`config.mk`:
```
export PLATFORM = sky130hd
export DESIGN_NAME = vga_frame_fetcher
export DESIGN_NICKNAME = d
export VERILOG_FILES = /design/src/rtl/vga_pkg.sv /design/src/rtl/vga_vsync_sync.sv /design/src/rtl/vga_frame_fetcher.sv
export SDC_FILE = /design/constraint.sdc
export NUM_CORES = 1
export LEC_CHECK = 0
export ABC_AREA = 1
export ABC_CLOCK_PERIOD_IN_PS = 4740
export CORE_MARGIN = 2
export CORE_UTILIZATION = 57
export CTS_CLUSTER_DIAMETER = 200
export DETAILED_ROUTE_END_ITERATION = 6
export PLACE_DENSITY = 0.86
export SLEW_MARGIN = 20
export SYNTH_ARGS = -nofsm -noshare
export SYNTH_HDL_FRONTEND = slang
export SYNTH_SLANG_ARGS = --single-unit
```
`constraint.sdc`:
```
create_clock -name sdram_clk -period 4.74 [get_ports sdram_clk]
set_input_delay 0.948 -clock sdram_clk [delete_from_list [all_inputs] [get_ports sdram_clk]]
set_output_delay 0.948 -clock sdram_clk [all_outputs]
set_load 0.01 [all_outputs]
```
`src/rtl/vga_pkg.sv`:
```
// Shared definitions for the VGA frame fetch path: FSM encoding and bus widths.
package vga_pkg;

  localparam int ADDR_W = 22;
  localparam int DATA_W = 16;

  typedef enum logic [1:0] {
    ST_IDLE  = 2'd0,
    ST_CHECK = 2'd1,
    ST_REQ   = 2'd2,
    ST_DATA  = 2'd3
  } fetch_state_e;

endpackage

```
`src/rtl/vga_vsync_sync.sv`:
```
// Brings the asynchronous VGA vsync into the sdram_clk domain and emits a
// registered one-cycle frame_start pulse on each inactive-to-active transition.
module vga_vsync_sync #(
  parameter logic vs_polarity = 1'b0
) (
  input  logic clk_i,
  input  logic rst_ni,
  input  logic vsync_i,
  output logic frame_start_o
);

  logic meta_q;
  logic sync_q;
  logic edge_q;
  logic start_q;

  // Two-flop synchronizer, edge history flop and registered start pulse.
  always_ff @(posedge clk_i or negedge rst_ni) begin
    if (!rst_ni) begin
      meta_q  <= ~vs_polarity;
      sync_q  <= ~vs_polarity;
      edge_q  <= ~vs_polarity;
      start_q <= 1'b0;
    end else begin
      meta_q  <= vsync_i;
      sync_q  <= meta_q;
      edge_q  <= sync_q;
      start_q <= (sync_q == vs_polarity) && (edge_q != vs_polarity);
    end
  end

  assign frame_start_o = start_q;

endmodule

```
`src/rtl/vga_frame_fetcher.sv`:
```
// Fetches one frame from SDRAM in fixed-length bursts and streams the words
// into the vga_writer FIFO, throttled by the FIFO fill level.
module vga_frame_fetcher
  import vga_pkg::*;
#(
  parameter logic [ADDR_W-1:0] frame_base     = 22'd0,
  parameter logic [ADDR_W-1:0] frame_words    = 22'd224000,
  parameter logic [3:0]        burst_len      = 4'd8,
  parameter logic [7:0]        fifo_threshold = 8'd200,
  parameter logic              vs_polarity    = 1'b0
) (
  input  logic              sdram_clk,
  input  logic              reset,
  input  logic              vsync_in,
  input  logic [7:0]        wrusedw,
  output logic              rd_req,
  output logic [ADDR_W-1:0] rd_addr,
  input  logic              rd_ack,
  input  logic              rd_valid,
  input  logic [DATA_W-1:0] rd_data,
  output logic              wr_fifo,
  output logic [DATA_W-1:0] sdram_data,
  output logic              busy,
  output logic              frame_err
);

  fetch_state_e      state_q, state_d;
  logic [ADDR_W-1:0] addr_q, addr_d;
  logic [ADDR_W-1:0] words_q, words_d;
  logic [3:0]        beats_q, beats_d;
  logic              busy_q, busy_d;
  logic              err_q, err_d;
  logic              restart_q, restart_d;
  logic              req_q, req_d;
  logic              wr_q, wr_d;
  logic [DATA_W-1:0] data_q, data_d;

  logic              frame_start_s;
  logic [3:0]        beat_next_s;
  logic [ADDR_W-1:0] word_next_s;
  logic              burst_done_s;
  logic              frame_done_s;

  vga_vsync_sync #(
    .vs_polarity (vs_polarity)
  ) u_vsync_sync (
    .clk_i         (sdram_clk),
    .rst_ni        (reset),
    .vsync_i       (vsync_in),
    .frame_start_o (frame_start_s)
  );

  assign beat_next_s  = beats_q + 4'd1;
  assign word_next_s  = words_q + 22'd1;
  assign burst_done_s = rd_valid && (beat_next_s == burst_len);
  assign frame_done_s = (word_next_s == frame_words);

  // Next-state logic for the fetch FSM, counters and FIFO write path.
  always_comb begin
    state_d   = state_q;
    addr_d    = addr_q;
    words_d   = words_q;
    beats_d   = beats_q;
    busy_d    = busy_q;
    err_d     = err_q;
    restart_d = restart_q;
    req_d     = req_q;
    wr_d      = 1'b0;
    data_d    = rd_data;

    case (state_q)
      ST_IDLE: begin
        if (frame_start_s) begin
          addr_d  = frame_base;
          words_d = 22'd0;
          busy_d  = 1'b1;
          state_d = ST_CHECK;
        end else begin
          state_d = ST_IDLE;
        end
      end

      ST_CHECK: begin
        if (frame_start_s) begin
          addr_d  = frame_base;
          words_d = 22'd0;
          err_d   = 1'b1;
        end else if (wrusedw < fifo_threshold) begin
          req_d   = 1'b1;
          state_d = ST_REQ;
        end else begin
          state_d = ST_CHECK;
        end
      end

      ST_REQ: begin
        // A burst cannot be withdrawn, so a new frame only marks the restart.
        if (frame_start_s) begin
          err_d     = 1'b1;
          restart_d = 1'b1;
        end else begin
          restart_d = restart_q;
        end
        if (rd_ack) begin
          req_d   = 1'b0;
          beats_d = 4'd0;
          state_d = ST_DATA;
        end else begin
          req_d   = 1'b1;
        end
      end

      ST_DATA: begin
        if (rd_valid) begin
          wr_d    = 1'b1;
          beats_d = beat_next_s;
          words_d = word_next_s;
        end else begin
          wr_d    = 1'b0;
        end
        if (burst_done_s) begin
          addr_d = addr_q + ADDR_W'(burst_len);
          if (restart_q || frame_start_s) begin
            // A start coinciding with the last word of the frame is on time.
            addr_d    = frame_base;
            words_d   = 22'd0;
            restart_d = 1'b0;
            err_d     = err_q | (frame_start_s & ~frame_done_s);
            state_d   = ST_CHECK;
          end else if (frame_done_s) begin
            busy_d  = 1'b0;
            state_d = ST_IDLE;
          end else begin
            state_d = ST_CHECK;
          end
        end else if (frame_start_s) begin
          err_d     = 1'b1;
          restart_d = 1'b1;
        end else begin
          state_d = ST_DATA;
        end
      end

      default: begin
        state_d = ST_IDLE;
        req_d   = 1'b0;
        busy_d  = 1'b0;
      end
    endcase
  end

  // State, counter and output registers.
  always_ff @(posedge sdram_clk or negedge reset) begin
    if (!reset) begin
      state_q   <= ST_IDLE;
      addr_q    <= frame_base;
      words_q   <= 22'd0;
      beats_q   <= 4'd0;
      busy_q    <= 1'b0;
      err_q     <= 1'b0;
      restart_q <= 1'b0;
      req_q     <= 1'b0;
      wr_q      <= 1'b0;
      data_q    <= 16'd0;
    end else begin
      state_q   <= state_d;
      addr_q    <= addr_d;
      words_q   <= words_d;
      beats_q   <= beats_d;
      busy_q    <= busy_d;
      err_q     <= err_d;
      restart_q <= restart_d;
      req_q     <= req_d;
      wr_q      <= wr_d;
      data_q    <= data_d;
    end
  end

  assign rd_req     = req_q;
  assign rd_addr    = addr_q;
  assign wr_fifo    = wr_q;
  assign sdram_data = data_q;
  assign busy       = busy_q;
  assign frame_err  = err_q;

endmodule

```
==> reports/results.ini <==
[run_status]
status = complete, no violations

[power_and_ir_drop]
max-vdd-ir-drop_uv = 218.7
p_leak_nw = 2.074
powerDensity_mw_per_mm2 = 348.6

[critical_path]
slowest_delay_ns = 0.67
cp.arrival_ns = 3.15
start_kind = input port
crit_path_max_fanout = 11
path_class = input port to flop
cp.required_ns = 4.93
worst_path_max_delay_cell = nor2_1
crit_path_end_kind = flop
worst-path-buf-inv = 4
critical-path-top-delay-family = simple AND/OR/NAND/NOR gates
crit_path_frequent_cell = inv_2
crit_chain = clkdlybuf4s50_1, inv_2, nor3_2, nand2_2, inv_1, nand2_1, nand3_1, inv_2, nor2_1, o22ai_1

[sta]
fin_ws_ns = 1.781
worst_pin_slew_ns = 0.8666
drv_slew = 0
relSlewSlack_pct = 42.01
setup_violations = 0
skew_ns = 0.01146
hold_violations = 0
timing.final.crit_period_ns = 2.959
rsz0062_at_grt = no
tns_ns = 0
finalCritPeriodShare_pct = 62.43
max_freq_ghz = 0.3379

[place]
place_ws_ns = 1.474
dpl.hpwl_mm = 6.414
place_area_mm2 = 0.004569
gp_congestion = 0.9366
io_buffers = 64

[synthesis]
yosysWarnings = 0
synthFlopType = dfrtp_1
synth_area_mm2 = 0.003872
syn_area_per_cell_um2 = 8.051
ys_seq_area_share_pct = 46.62
netlist-cell-type-count = 42
synth_edf_count = 0
netlist_instances = 481
ys_seq_elements = 72
async_flop_share_pct = 100.0

[detailed_routing]
viasPerCell = 5.460
wl_mm = 8.683
num_vias = 3478
ant_nets = 0
wl_per_cell_um = 13.63
drc = 0
drtIter0Drc = 261
drtPass1Iterations = 5

[die]
core-area_mm2 = 0.006681
dieArea_mm2 = 0.007469
fp-row-count = 30
initial_utilization_pct = 57.96
die_h_um = 86.43
die_w_um = 86.43
io_pins = 71

[cts]
cts_tree = done
clk_pin_slew_ns = 0.07
clkLatencyLatePin_ns = 0.36
htreeDepth = 3
cts-root-buf = clkbuf_8
cts_sinks = 72
cts_resized = 0
ctsHoldBuffers = 0
clockBufferDepth = 2
cts_made_buffers = 9
cts_setup_buffers = 0

[global_route]
antenna_found_initial = 0
grt_pass1_vias = 3369
track_usage_pct = 25.01
grt_max_degree = 46
overflow = 0
grt_pass1_wl_mm = 14.67

[layout]
design_area_mm2 = 0.004792
n_antenna_cell = 0
num-nets-final = 590
syn_to_final_growth_pct = 23.75
fill_cells = 479
final_core_util_pct = 71.72
drive_gt1_share_pct = 10.95

[hold_path]
hold_class = flop to flop

[job]
maxCapViolCount = 0

==> state kept, by name, indices dropped and copies added (netlist names), 2 cells and up <==
| signal | flops |
|---|---|
| state_q | 2 |
| sdram_data | 16 |
| rd_addr | 19 |
| beats_q | 4 |
| words_q | 22 |
==> Yosys cell counts, drive strengths merged (2+ instances only) <==
cell	n	share of area, %
nand2	120	12
nor2	64	7.9
buf	7	1.4
xor2	8	1.8
o21a	3	0.58
o22ai	13	2.1
nand3	28	4.1
o21bai	2	0.48
nand4	4	0.65
dfstp	3	2.0
inv	68	6.6
ha	9	2.9
dfrtp	69	45
o211ai	2	0.39
o21ai	44	5.9
nor4	3	0.48
a21oi	14	1.8
nor3	9	1.7
a31oi	2	0.32
==> power by group <==
part           internal (mW)  leakage [nW]  switching (mW)
logic                  0.159          1.03           0.272
clock network          0.308         0.112           0.232
registers              0.659         0.937          0.0411
total                   1.13          2.07           0.544
==> path summary, 6_finish.rpt <==
check	startpoint	end	slack, ns	depth (start not counted)
setup / recovery	rd_valid	words_q[10]	1.78	10
hold reg to reg	u_vsync_sync.meta_q	u_vsync_sync.sync_q	0.36	0
hold / removal	u_vsync_sync.meta_q	u_vsync_sync.sync_q	0.36	0
setup reg to reg	beats_q[0]	words_q[10]	2.35	10
max in group asynchronous	reset	u_vsync_sync.edge_q	3.34	2
min in group asynchronous	reset	words_q[14]	0.58	1
==> final cells by class <==
cell class	count	area [µm²]	area share (%)
well taps	80	100.1	2.089
clock inverters	6	82.58	1.723
repair buffers	65	645.6	13.47
inverters	68	255.2	5.326
clock buffers	10	137.6	2.872
flip-flops and latches	72	1805	37.68
multi-input cells	336	1765	36.84
==> cell usage in the layout (no fill, tap or decap), types with 9 or more instances in the layout <==
| cell | synthesis | layout |
|---|---|---|
| o22ai_1 | 13 | 13 |
| inv_1 | 61 | 61 |
| nand3_1 | 24 | 24 |
| nor2_2 | 10 | 10 |
| nor2_1 | 50 | 50 |
| ha_1 | 9 | 9 |
| a21oi_1 | 14 | 14 |
| clkbuf_8 | 0 | 10 |
| clkdlybuf4s50_1 | 0 | 63 |
| nand2_1 | 113 | 113 |
| dfrtp_1 | 69 | 69 |
| o21ai_0 | 34 | 34 |
==> layer usage <==
layer / track usage (%) / wire [µm]
met4: 13.78 / 267
met2: 39.93 / 4212
met5: 0 / 0
met1: 31.52 / 3658
met3: 5.714 / 544
==> worst register-to-register path, stage by stage, from the launching register on <==
cell and delay (ns):
dfrtp_1 0.43, ha_1 0.23, xor2_1 0.16, nor3_2 0.13, nand2_2 0.10, inv_1 0.08, nand2_1 0.09, nand3_1 0.09
inv_2 0.09, nor2_1 0.67, o22ai_1 0.16
==> per-stage QoR <==
step                      hold slack, ns  instances  power, mW
final                             0.3587        637      1.671
after global placement            0.3467        621      1.115
after detailed placement          0.3514        621      1.136
after CTS                         0.3617        637      1.682
after floorplan                   0.3452        483      1.011
after global routing              0.3638        637      1.772
==> cell families after synthesis <==
kind of cell / Yosys count / synth area share [%]
compound gates: 86 / 12.99
xor+xnor: 8 / 1.809
fa+ha+maj: 9 / 2.908
buf+inv: 75 / 7.981
flops: 72 / 46.62
other cells: 1 / 0.09684
simple gates: 230 / 27.59
Note: power is estimated with default switching activity, not from simulation.
